--- src/rtl/idex_pipe_reg.sv ---
// idex_pipe_reg: ID/EX pipeline register of the 5-stage MIPS core.
// Captures decoder control, register read data, immediate and register
// specifiers each cycle; inserts a bubble on stall or flush and keeps
// stall/flush event counters.
// Ports:
//   clock, reset          - core clock, synchronous active-high reset
//   stall_n, flush        - bubble requests (flush has priority over stall)
//   id_*                  - ID-stage control, data and instruction fields
//   idex_*                - registered copies for the EX stage
//   idex_valid            - 1 = real instruction, 0 = bubble
//   stall_cnt, flush_cnt  - wrapping event counters, CNT_W bits wide
module idex_pipe_reg #(
  parameter int CNT_W = 32
) (
  input  logic             clock,
  input  logic             reset,
  input  logic             stall_n,
  input  logic             flush,
  input  logic             id_RegDst,
  input  logic             id_Branch,
  input  logic             id_MemRead,
  input  logic             id_MemWrite,
  input  logic             id_MemToReg,
  input  logic             id_ALUSrc,
  input  logic             id_RegWrite,
  input  logic [1:0]       id_ALUcntrl,
  input  logic [31:0]      id_pc_plus4,
  input  logic [31:0]      id_rdA,
  input  logic [31:0]      id_rdB,
  input  logic [31:0]      id_imm,
  input  logic [4:0]       id_rs,
  input  logic [4:0]       id_rt,
  input  logic [4:0]       id_rd,
  input  logic [4:0]       id_shamt,
  output logic             idex_RegDst,
  output logic             idex_Branch,
  output logic             idex_MemRead,
  output logic             idex_MemWrite,
  output logic             idex_MemToReg,
  output logic             idex_ALUSrc,
  output logic             idex_RegWrite,
  output logic [1:0]       idex_ALUcntrl,
  output logic [31:0]      idex_pc_plus4,
  output logic [31:0]      idex_rdA,
  output logic [31:0]      idex_rdB,
  output logic [31:0]      idex_imm,
  output logic [4:0]       idex_rs,
  output logic [4:0]       idex_rt,
  output logic [4:0]       idex_rd,
  output logic [4:0]       idex_shamt,
  output logic             idex_valid,
  output logic [CNT_W-1:0] stall_cnt,
  output logic [CNT_W-1:0] flush_cnt
);

  // Control bits grouped: {RegDst, Branch, MemRead, MemWrite, MemToReg,
  // ALUSrc, RegWrite, ALUcntrl[1:0]}.
  logic [8:0]       ctrl_d, ctrl_q;
  logic             valid_d, valid_q;
  logic [31:0]      pc_plus4_d, pc_plus4_q;
  logic [31:0]      rdA_d, rdA_q;
  logic [31:0]      rdB_d, rdB_q;
  logic [31:0]      imm_d, imm_q;
  logic [4:0]       rs_d, rs_q;
  logic [4:0]       rt_d, rt_q;
  logic [4:0]       rd_d, rd_q;
  logic [4:0]       shamt_d, shamt_q;
  logic [CNT_W-1:0] stall_cnt_d, stall_cnt_q;
  logic [CNT_W-1:0] flush_cnt_d, flush_cnt_q;
  logic             bubble;

  assign bubble = flush | ~stall_n;

  always_comb begin
    // A bubble zeroes all control so it cannot write registers or memory,
    // but data fields still follow ID so bubble contents are deterministic.
    ctrl_d      = bubble ? 9'd0 :
                  {id_RegDst, id_Branch, id_MemRead, id_MemWrite,
                   id_MemToReg, id_ALUSrc, id_RegWrite, id_ALUcntrl};
    valid_d     = ~bubble;
    pc_plus4_d  = id_pc_plus4;
    rdA_d       = id_rdA;
    rdB_d       = id_rdB;
    imm_d       = id_imm;
    rs_d        = id_rs;
    rt_d        = id_rt;
    rd_d        = id_rd;
    shamt_d     = id_shamt;
    stall_cnt_d = stall_cnt_q;
    flush_cnt_d = flush_cnt_q;
    // Flush takes the event even when a stall is requested the same cycle.
    if (flush) begin
      flush_cnt_d = flush_cnt_q + CNT_W'(1);
    end else if (!stall_n) begin
      stall_cnt_d = stall_cnt_q + CNT_W'(1);
    end
  end

  always_ff @(posedge clock) begin
    if (reset) begin
      ctrl_q      <= '0;
      valid_q     <= 1'b0;
      pc_plus4_q  <= '0;
      rdA_q       <= '0;
      rdB_q       <= '0;
      imm_q       <= '0;
      rs_q        <= '0;
      rt_q        <= '0;
      rd_q        <= '0;
      shamt_q     <= '0;
      stall_cnt_q <= '0;
      flush_cnt_q <= '0;
    end else begin
      ctrl_q      <= ctrl_d;
      valid_q     <= valid_d;
      pc_plus4_q  <= pc_plus4_d;
      rdA_q       <= rdA_d;
      rdB_q       <= rdB_d;
      imm_q       <= imm_d;
      rs_q        <= rs_d;
      rt_q        <= rt_d;
      rd_q        <= rd_d;
      shamt_q     <= shamt_d;
      stall_cnt_q <= stall_cnt_d;
      flush_cnt_q <= flush_cnt_d;
    end
  end

  assign {idex_RegDst, idex_Branch, idex_MemRead, idex_MemWrite,
          idex_MemToReg, idex_ALUSrc, idex_RegWrite, idex_ALUcntrl} = ctrl_q;
  assign idex_valid    = valid_q;
  assign idex_pc_plus4 = pc_plus4_q;
  assign idex_rdA      = rdA_q;
  assign idex_rdB      = rdB_q;
  assign idex_imm      = imm_q;
  assign idex_rs       = rs_q;
  assign idex_rt       = rt_q;
  assign idex_rd       = rd_q;
  assign idex_shamt    = shamt_q;
  assign stall_cnt     = stall_cnt_q;
  assign flush_cnt     = flush_cnt_q;

endmodule
--- config.mk ---
export PLATFORM = sky130hd
export DESIGN_NAME = idex_pipe_reg
export DESIGN_NICKNAME = d
export VERILOG_FILES = /design/src/rtl/idex_pipe_reg.sv
export SDC_FILE = /design/constraint.sdc
export NUM_CORES = 1
export LEC_CHECK = 0
export CELL_PAD_IN_SITES_DETAIL_PLACEMENT = 0
export CELL_PAD_IN_SITES_GLOBAL_PLACEMENT = 1
export CORE_MARGIN = 2
export CORE_UTILIZATION = 31
export CTS_CLUSTER_SIZE = 28
export DETAILED_ROUTE_END_ITERATION = 8
export PLACE_DENSITY_LB_ADDON = 0.1
export REMOVE_ABC_BUFFERS = 1
export SKIP_CTS_REPAIR_TIMING = 1
export SLEW_MARGIN = 10
export SYNTH_ARGS = -nofsm -noshare
export SYNTH_HDL_FRONTEND = slang
export SYNTH_SLANG_ARGS = --single-unit
--- constraint.sdc ---
create_clock -name clock -period 6.65 [get_ports clock]
set_input_delay 1.995 -clock clock [delete_from_list [all_inputs] [get_ports clock]]
set_output_delay 1.995 -clock clock [all_outputs]
set_load 0.01 [all_outputs]
# Word-level counts from Yosys, hierarchy flattened

Index checks and enable logic that the tools add are counted.

Flip-flop bits (word level): 222
Bits of input ports: 161
Output and inout bits: 222
Word-level logic and storage cells: 20

Add/sub/neg operators: 2
Bitwise operators: 4
Reductions and logical operators: 2

Operators by type and width:

| kind                  | number |
|---|---|
| $add 32x1->32 const B | 2 |
| $not 1->1             | 3 |
| $reduce_and 2->1      | 1 |
| $reduce_or 2->1       | 1 |
| $or 1x1->1            | 1 |

# Depth between registers and ports, before layout

Word-level depth: 3
Gate-level depth with buffers: 7
Gate-level depth less buffers: 5

# Worst setup path after synthesis

Ideal clock, no wire load.

Path type: input -> register
Start point: input flush
End point: register flush_cnt_q[23], in the netlist flush_cnt[23]
Library setup time: 0.121 ns
Data arrival time: 3.396 ns
Data required time: 6.529 ns
Slack: 3.133 ns
Stages: 5
Path buffers: 1
Path through: nand4_2 or4_1 clkbuf_1 nor4_1 mux2_2

RTL lines:

| what                 | RTL line | source |
|---|---|---|
| from (decl)          | 18       | `input logic flush,` |
| to (signal assigned) | 125      | `flush_cnt_q <= flush_cnt_d;` |
| to (decl)            | 69       | `logic [CNT_W-1:0] flush_cnt_d, flush_cnt_q;` |

==> flow_metrics.env <==
export IMPL_synth_distinct_cells=34
export IMPL_fill_cells=2054
export IMPL_vias=6057
export IMPL_regArea_um2=4440
export IMPL_clkSinkCount=222
export IMPL_clk_path_buf_depth=3
export IMPL_drv_cap=0
export IMPL_drt_iter0_markers=210
export IMPL_start_util_pct=31.7
export IMPL_first_global_vias=5786
export IMPL_grt_max_degree=90
export IMPL_rsz0062_at_grt="false"
export IMPL_fin_skew_ps=5.95
export IMPL_outcome="completed"
export IMPL_grt_pass1_wl_um=32500
export IMPL_arrival_ps=4670
export IMPL_critPathLaunchType="primary input"
export IMPL_synthToLayoutAreaGrowth_pct=67.9
export IMPL_holdPathStages=2
export IMPL_synthMuxAreaShare_pct=0.295
export IMPL_final_common_cell="clkdlybuf4s50_1"
export IMPL_grt_usage_pct=16.9
export IMPL_io_buffer_count=382
export IMPL_period_needed_ps=4250
export IMPL_synth_edf_count=0
export IMPL_cts_root_buffer="clkbuf_16"
export IMPL_syn_area_um2=7200
export IMPL_cts_tree="built"
export IMPL_fmax_mhz=235
export IMPL_worst_setup_path_type="in2reg"
export IMPL_fin_area_um2=12100
export IMPL_antenna_cells=0
export IMPL_clk_transition_reported_paths_ps=60
export IMPL_yosysTopAreaCell="dfxtp_1"
export IMPL_async_reset_ff_share_pct=0
export IMPL_ys_flop_type="dfxtp_1"
export IMPL_synth_top_family_by_area="simple AND/OR/NAND/NOR gates"
export IMPL_yosys_area_share_adder_pct=0.348
export IMPL_power_mw=3.09
export IMPL_insertion_delay_ps=520
export IMPL_die_area_um2=24500
export IMPL_cp_slowest_cell="or4_1"
export IMPL_synthSimpleGateAreaFrac_pct=25.6
export IMPL_cts_buffers=27
export IMPL_min_path_type="reg2reg"
export IMPL_p_leak_nw=4.33
export IMPL_drt_total_wl_um=21700
export IMPL_worst_pin_slew_ps=900
export IMPL_synthTopCellsByArea="dfxtp_1 (62%), nor2b_1 (13%), or4_1 (2.9%)"
export IMPL_die_h_um=156
export IMPL_coreArea_um2=22700
export IMPL_cp_cell_sequence="clkdlybuf4s50_1 -> nand4_2 -> or4_1 -> nor4_1 -> mux2_2"
export IMPL_viasPerCell=4.46
export IMPL_multiInputGateArea_um2=2540
export IMPL_post_synth_cell_area_avg_um2=10.6
export IMPL_ant_nets=0
export IMPL_place_area_um2=11200
export IMPL_peakVddDrop_uv=174
export IMPL_fin_tns_setup_ps=0
export IMPL_ys_ff_latch=222
export IMPL_rows=55
export IMPL_grt_ovfl_total=0
export IMPL_synth_xor_area_share_pct=2.55
export IMPL_first_pass_iters=4
export IMPL_synth_compound_area_share_pct=6.53
export IMPL_netlist_instances=681
export IMPL_endpoint_kind="register"
export IMPL_gp_congestion=0.746
export IMPL_cpPeakStageDelay_ps=860
export IMPL_r2r_cells=4
export IMPL_layout_common_cells="clkdlybuf4s50_1 (381), dfxtp_1 (222), nor2b_1 (149), a21oi_1 (41), or4_1 (28)"
export IMPL_nets=1218
export IMPL_routedWlPerCell_um=15.9
export IMPL_p_per_area_nw_per_um2=255
export IMPL_maxSlewViolCount=0
export IMPL_final_period_utilization_pct=64.0
export IMPL_hold_viol_final=0
export IMPL_drc=0
export IMPL_cp_max_fo=21
export IMPL_antenna_found_initial=0
export IMPL_yosysTopAreaCellShare_pct=61.7
export IMPL_drive_above_1_share_pct=4.75
export IMPL_cts_htree_levels=1
export IMPL_yosys_warnings=0
export IMPL_setup_viol=0
export IMPL_pin_count=383
export IMPL_cp_required_ps=7060
export IMPL_die_w_um=156
export IMPL_yosysSeqAreaShare_pct=61.7
export IMPL_max_slew_margin_rel_pct=39.9
export IMPL_dp_hpwl_um=15700
-- power breakdown --
part	leakage (nW)	switching, mW	total [mW]	internal, mW
sequential	1.83	0.0149	1.40	1.38
combinational	2.08	0.0969	0.287	0.190
clock	0.416	0.556	1.40	0.847
-- path summary, 6_finish.rpt --
check | to | from | slack (ps)
worst max register to register | flush_cnt[23]$_SDFFE_PP0P_ | flush_cnt[2]$_SDFFE_PP0P_ | 4300
worst min register to register | flush_cnt[31]$_SDFFE_PP0P_ | flush_cnt[31]$_SDFFE_PP0P_ | 490
worst min-delay path | flush_cnt[31]$_SDFFE_PP0P_ | flush_cnt[31]$_SDFFE_PP0P_ | 490
worst max-delay path | flush_cnt[23]$_SDFFE_PP0P_ | flush | 2400
-- logic make-up after synthesis --
kind of cell | after synthesis
buffers and inverters | 52
xor gates and xnor gates | 21
adders and majority gates | 2
AOI/OAI and AO/OA | 82
DFF | 222
and+or+nand+nor | 300
muxes | 2
-- through the flow --
stage / hold slack, ps / instances / setup WS, ps / utilization [%]
2_1_floorplan: 490 / 642 / 3050 / -
3_3_place_gp: 480 / 1311 / 1910 / 49.5
3_5_place_dp: 487 / 1311 / 1860 / 49.5
4_1_cts: 496 / 1358 / 2420 / 53.2
5_1_grt: 529 / 1358 / 2210 / 53.2
6_report: 494 / 1358 / 2400 / 53.2
-- synth_stat cells (14+ instances only) --
| library cell | number |
|---|---|
| a21oi_1 | 41 |
| clkbuf_1 | 32 |
| dfxtp_1 | 222 |
| nand2_1 | 19 |
| nand3_1 | 14 |
| nand4_1 | 15 |
| nor2_1 | 24 |
| nor2b_1 | 149 |
| o21ai_0 | 17 |
| o31ai_1 | 24 |
| or3_1 | 16 |
| or4_1 | 28 |
-- worst max-delay path, delay by kind of cell --
family / cells / cell delay [ps]
multiplexers: 1 / 370
buffers and inverters: 1 / 810
AND/OR/NAND/NOR: 3 / 1480
-- sequential cells by signal, indices dropped and copies added, names as in the netlist, 9 cells and up --
register and count:
idex_imm 32, idex_rdA 32, flush_cnt 32, idex_pc_plus4 32
stall_cnt 32, idex_rdB 32, ctrl_q 9
-- layer usage --
layer	track usage (%)	wire (um)
met1	18.2	8000
met4	5.24	505
met5	0	0
met2	28.8	10500
met3	8.67	2680
-- cell type report --
type / count / share of cell area (%)
Sequential cell: 222 / 36.8
Tap cell: 285 / 2.95
Clock inverter: 9 / 0.673
Multi-Input combinational cell: 407 / 21.0
Timing Repair Buffer: 384 / 31.8
Inverter: 13 / 0.404
Clock buffer: 38 / 6.43
(Power assumes the default switching activity.)
==> variant 1: new RTL, same settings <==
`imm_q`, `rs_q`, `rt_q` and `rd_q` no longer have a reset.
--- a/src/rtl/idex_pipe_reg.sv
+++ b/src/rtl/idex_pipe_reg.sv
@@ -103,10 +103,6 @@
       pc_plus4_q  <= '0;
       rdA_q       <= '0;
       rdB_q       <= '0;
-      imm_q       <= '0;
-      rs_q        <= '0;
-      rt_q        <= '0;
-      rd_q        <= '0;
       shamt_q     <= '0;
       stall_cnt_q <= '0;
       flush_cnt_q <= '0;
@@ -116,14 +112,17 @@
       pc_plus4_q  <= pc_plus4_d;
       rdA_q       <= rdA_d;
       rdB_q       <= rdB_d;
-      imm_q       <= imm_d;
-      rs_q        <= rs_d;
-      rt_q        <= rt_d;
-      rd_q        <= rd_d;
       shamt_q     <= shamt_d;
       stall_cnt_q <= stall_cnt_d;
       flush_cnt_q <= flush_cnt_d;
     end
+  end
+
+  always_ff @(posedge clock) begin
+    imm_q <= imm_d;
+    rs_q  <= rs_d;
+    rt_q  <= rt_d;
+    rd_q  <= rd_d;
   end
 
   assign {idex_RegDst, idex_Branch, idex_MemRead, idex_MemWrite,
Check against the original RTL: not equivalent (a bounded check fails within 4 cycles, from zero or initial values and one cycle with reset high).
==> variant 1 against the original RTL <==
  * Synthesized cell count fell by 7.5%
  * Total power shrank 3.4%
  * Clock skew rose by 0.0018 ns
  * Final area down 2.9%
  * Worst setup slack improved by 0.064 ns
  * Synthesized area fell by 4.3%
  * Sequential cell count unchanged
  * Count of clock-buffer cells in the layout decreased by 1
  * Critical path depth did not move
  * Wire length rose by 0.77%
==> variant 1: results <==
cts:
  cts.root.buffer_cell: "sky130_fd_sc_hd__clkbuf_16"
  cts_inserted_buffers: 25
  clkSlewWorstSetupHoldPaths_ns: 0.06
  worstSkewPairLatency_ns: 0.50
  htreeDepth: 1
  largest_buffer_count_on_any_clock_path: 3
worst_setup_path:
  critical_path_slowest_stage_cell: "sky130_fd_sc_hd__or4_1"
  slowest_delay_ns: 0.85
  cpLargestDelayFamily: "simple AND/OR/NAND/NOR gates"
  timing.reg2reg.setup_slack_ns: 4.36
  crit_fanout: 21
  cp_data_arrival_time_ns: 4.62
sta:
  worstMarginPinSlew_ns: 0.7107
  timing_max_transition_violations_final: 0
  skew_ns: 0.007721
global_routing:
  first_pass_grt_wire_length_um: 32820
  grt_pass1_vias: 5636
  grtUsageTotal_pct: 17.66
  grt_antenna_before_repair: 0
  grt_max_degree: 63
hold_path:
  min_path_type: "flip-flop to flip-flop"
logic_synthesis:
  synth.yosys.warnings: 0
  synth_async_sr_flop_share_pct: 0
  yosys-top-cells-count: "sky130_fd_sc_hd__dfxtp_1 (222), sky130_fd_sc_hd__nor2b_1 (103), sky130_fd_sc_hd__a21oi_1 (40)"
  post_synth_main_area_contributors: "sky130_fd_sc_hd__dfxtp_1 (65%), sky130_fd_sc_hd__nor2b_1 (9.4%), sky130_fd_sc_hd__or4_1 (3.1%)"
  yosysUniqueCellTypes: 32
  portion_of_the_post_synthesis_area_used_by_sequential_elements_pct: 64.51
final_layout:
  final.fill_count: 1990
  insertedDiodeCount: 0
  layout.nets: 1176
  layout-drive-gt1-share_pct: 4.576
place:
  detailedPlacementHpwl_um: 16230
  port_buffers: 382
  routabilityCongestion: 0.7797
  dpl_cell_area_um2: 10960
route:
  number_of_drc_markers_in_iteration_0: 218
  dr.pass1.iters: 4
  per_cell_routed_wire_length_um: 16.70
  route.detailed.vias_per_inst: 4.496
outcome:
  result_of_the_run: "finished, final reports clean"
power_and_ir_drop:
  p_leak_nw: 4.255
  ir_drop_mv: 0.1522
variant 1: path summary, 6_finish.rpt:
kind / cells past startpoint / from / endpoint
setup / recovery: 5 / flush / flush_cnt[19]
hold / removal: 2 / flush_cnt[27] / flush_cnt[27]
setup reg to reg: 4 / flush_cnt[4] / flush_cnt[19]
hold reg to reg: 2 / flush_cnt[27] / flush_cnt[27]
variant 1: per-layer routing:
layer  global-route usage, %  up-vias  share of wire [%]
met5                       0        -                  0
met2                   31.78      261                 49
met4                   4.145        0                2.0
met1                   19.19     2668                 38
li1                        -     2922                  -
met3                   7.485       25                 10
variant 1: cells by family after synthesis:
family	count (synthesis)	synth area share, %
xor gates and xnor gates	21	2.670
buffers and inverters	39	2.379
DFF	222	64.51
adders and majority gates	2	0.3632
muxes	3	0.4722
AOI/OAI and AO/OA	80	6.684
and+or+nand+nor	263	22.92
variant 1: report_power, final:
group	leakage (nW)	internal, W	switching, W
combinational	2.04	0.000183	0.0000909
sequential	1.84	0.00138	0.0000153
clock	0.384	0.000789	0.000522
total	4.26	0.00235	0.000628
variant 1: stage by stage:
step / hold WS, ns / instances / utilization, % / worst slack (ns) / power (W)
6_report: 0.5007 / 1307 / 53.78 / 2.459 / 0.002983
5_1_grt: 0.5172 / 1307 / 53.78 / 2.325 / 0.003098
4_1_cts: 0.5008 / 1307 / 53.78 / 2.471 / 0.003032
3_5_place_dp: 0.4902 / 1266 / 50.22 / 1.929 / 0.001705
3_3_place_gp: 0.4788 / 1266 / 50.22 / 1.987 / 0.001703
2_1_floorplan: 0.4981 / 600 / - / 3.081 / 0.001480
variant 1: layout make-up:
cell class	count	area share (%)
flip-flops and latches	222	37.87
clock buffers	37	6.226
repair buffers	386	32.81
well taps	280	2.985
clock inverters	4	0.3838
multi-input cells	369	19.43
inverters	9	0.2878
==> variant 2: new RTL, same settings <==
Made on the original files. Change the parameter `CNT_W` from 32 to 40.
--- a/src/rtl/idex_pipe_reg.sv
+++ b/src/rtl/idex_pipe_reg.sv
@@ -10,7 +10,7 @@
 //   idex_valid            - 1 = real instruction, 0 = bubble
 //   stall_cnt, flush_cnt  - wrapping event counters, CNT_W bits wide
 module idex_pipe_reg #(
-  parameter int CNT_W = 32
+  parameter int CNT_W = 40
 ) (
   input  logic             clock,
   input  logic             reset,
Interface: changed (resized flush_cnt and stall_cnt); port bits go from 383 to 399. The function was not compared with the original's and may differ.
==> variant 2 against the original RTL <==
  * Fmax rose by 3.4%
  * Worst setup slack gained 0.14 ns
  * Highest routed layer unchanged
  * Synthesized area grew 9.9%
  * Global-route usage up 0.89 points
  * Die area is 9.6% higher
  * Final area rose by 8.1%
  * Wire length rose by 18%
  * Sequential power is 6% higher
  * Total power rose by 4.5%
  * Sequential cell count grew 16
  * Largest power group unchanged
  * Register-to-register slack improved by 0.08 ns
  * Critical path type unchanged
==> variant 2: results <==
final_layout:
  fin_cells: 1511
  area_delta_synth_final_pct: 65.20
  layout.nets: 1323
  final.fill_count: 2364
  layout-drive-gt1-share_pct: 5.254
worst_setup_path:
  r2r.worst_path.cells: 5
  startpoint_of_the_worst_slack_reg_to_reg_timing_path: "flush_cnt[6]"
  timing.reg2reg.setup_slack_ns: 4.38
  worstReg2RegEnd: "flush_cnt[39]"
  cp_data_arrival_time_ns: 4.52
  crit_fanout: 10
hold_path:
  min_to: "stall_cnt[39]"
  timing.hold.worst.start: "stall_cnt[39]"
route:
  per_cell_routed_wire_length_um: 16.94
  route.detailed.vias_per_inst: 4.298
  routed-wl-met2_um: 12570
  met1Wirelength_um: 10610
  number_of_drc_markers_in_iteration_0: 242
sta:
  skew_ns: 0.01449
  max-slew-margin-rel_pct: 45.08
  fin_ws_ns: 2.536
global_routing:
  grt_max_degree: 105
  grt_antenna_before_repair: 1
  met2_usage_pct: 30.61
  grt_pass1_vias: 6045
  first_pass_grt_wire_length_um: 36490
  grtUsageTotal_pct: 17.77
  global_route.usage.met3_pct: 4.066
  use_met1_pct: 22.04
logic_synthesis:
  syn-mean-instance-area_um2: 10.40
  yosysUniqueCellTypes: 44
  yosys-top-cells-count: "sky130_fd_sc_hd__dfxtp_1 (238), sky130_fd_sc_hd__nor2b_1 (149), sky130_fd_sc_hd__nor2_1 (74)"
  post_synth_main_area_contributors: "sky130_fd_sc_hd__dfxtp_1 (60%), sky130_fd_sc_hd__nor2b_1 (12%), sky130_fd_sc_hd__xnor2_1 (4.0%)"
place:
  port_buffers: 398
  detailedPlacementHpwl_um: 19060
  place.detailed.instances: 1461
  dpl_cell_area_um2: 12200
power_and_ir_drop:
  internal_power_w: 0.002532
  ir_drop_mv: 0.1501
  p_leak_nw: 4.718
cts:
  cts.root.buffer_cell: "sky130_fd_sc_hd__clkbuf_16"
outcome:
  result_of_the_run: "finished, final reports clean"
## variant 2: changes by cell type after synthesis, moves of 14 or more
cell                      delta
sky130_fd_sc_hd__a21oi_1    -23
sky130_fd_sc_hd__or4_1      -21
sky130_fd_sc_hd__xnor2_1    +24
sky130_fd_sc_hd__nor2_1     +50
sky130_fd_sc_hd__o31ai_1    -22
sky130_fd_sc_hd__dfxtp_1    +16
sky130_fd_sc_hd__xor2_1     +14
## variant 2: kinds of logic (layout without fill, tap and decap cells)
group,Yosys count,after routing,share of synthesized area (%)
XOR/XNOR,59,59,6.531
AO/OA/AOI/OAI,35,35,2.325
multiplexers,3,3,0.4111
AND/OR/NAND/NOR,380,380,27.75
flip-flops,238,238,60.22
buffers and inverters,44,463,2.451
adder cells (fa/ha/maj),2,2,0.3162
other,0,1,0
## variant 2: worst max-delay path: stages
cell and delay (ns):
sky130_fd_sc_hd__clkdlybuf4s50_1 0.70, sky130_fd_sc_hd__nand4_1 0.33, sky130_fd_sc_hd__or4_1 0.70, sky130_fd_sc_hd__nor4_4 0.33, sky130_fd_sc_hd__nand4_1 0.14, sky130_fd_sc_hd__mux2_1 0.32
## variant 2: cell type report
type,count,share of cell area [%]
Timing Repair Buffer,402,30.81
Sequential cell,238,36.45
Clock inverter,6,0.4499
Inverter,12,0.3446
Tap cell,330,3.159
Clock buffer,43,6.164
Antenna cell,1,0.01914
Multi-Input combinational cell,479,22.60
## variant 2: power by group through the flow
stage	Clock [W]	Sequential (W)	Combinational, W
floorplan	0	0.00155	0.0000360
global placement	0	0.00152	0.000295
detailed placement	0	0.00152	0.000295
CTS	0.00148	0.00149	0.000297
global route	0.00154	0.00150	0.000312
finish	0.00144	0.00149	0.000292
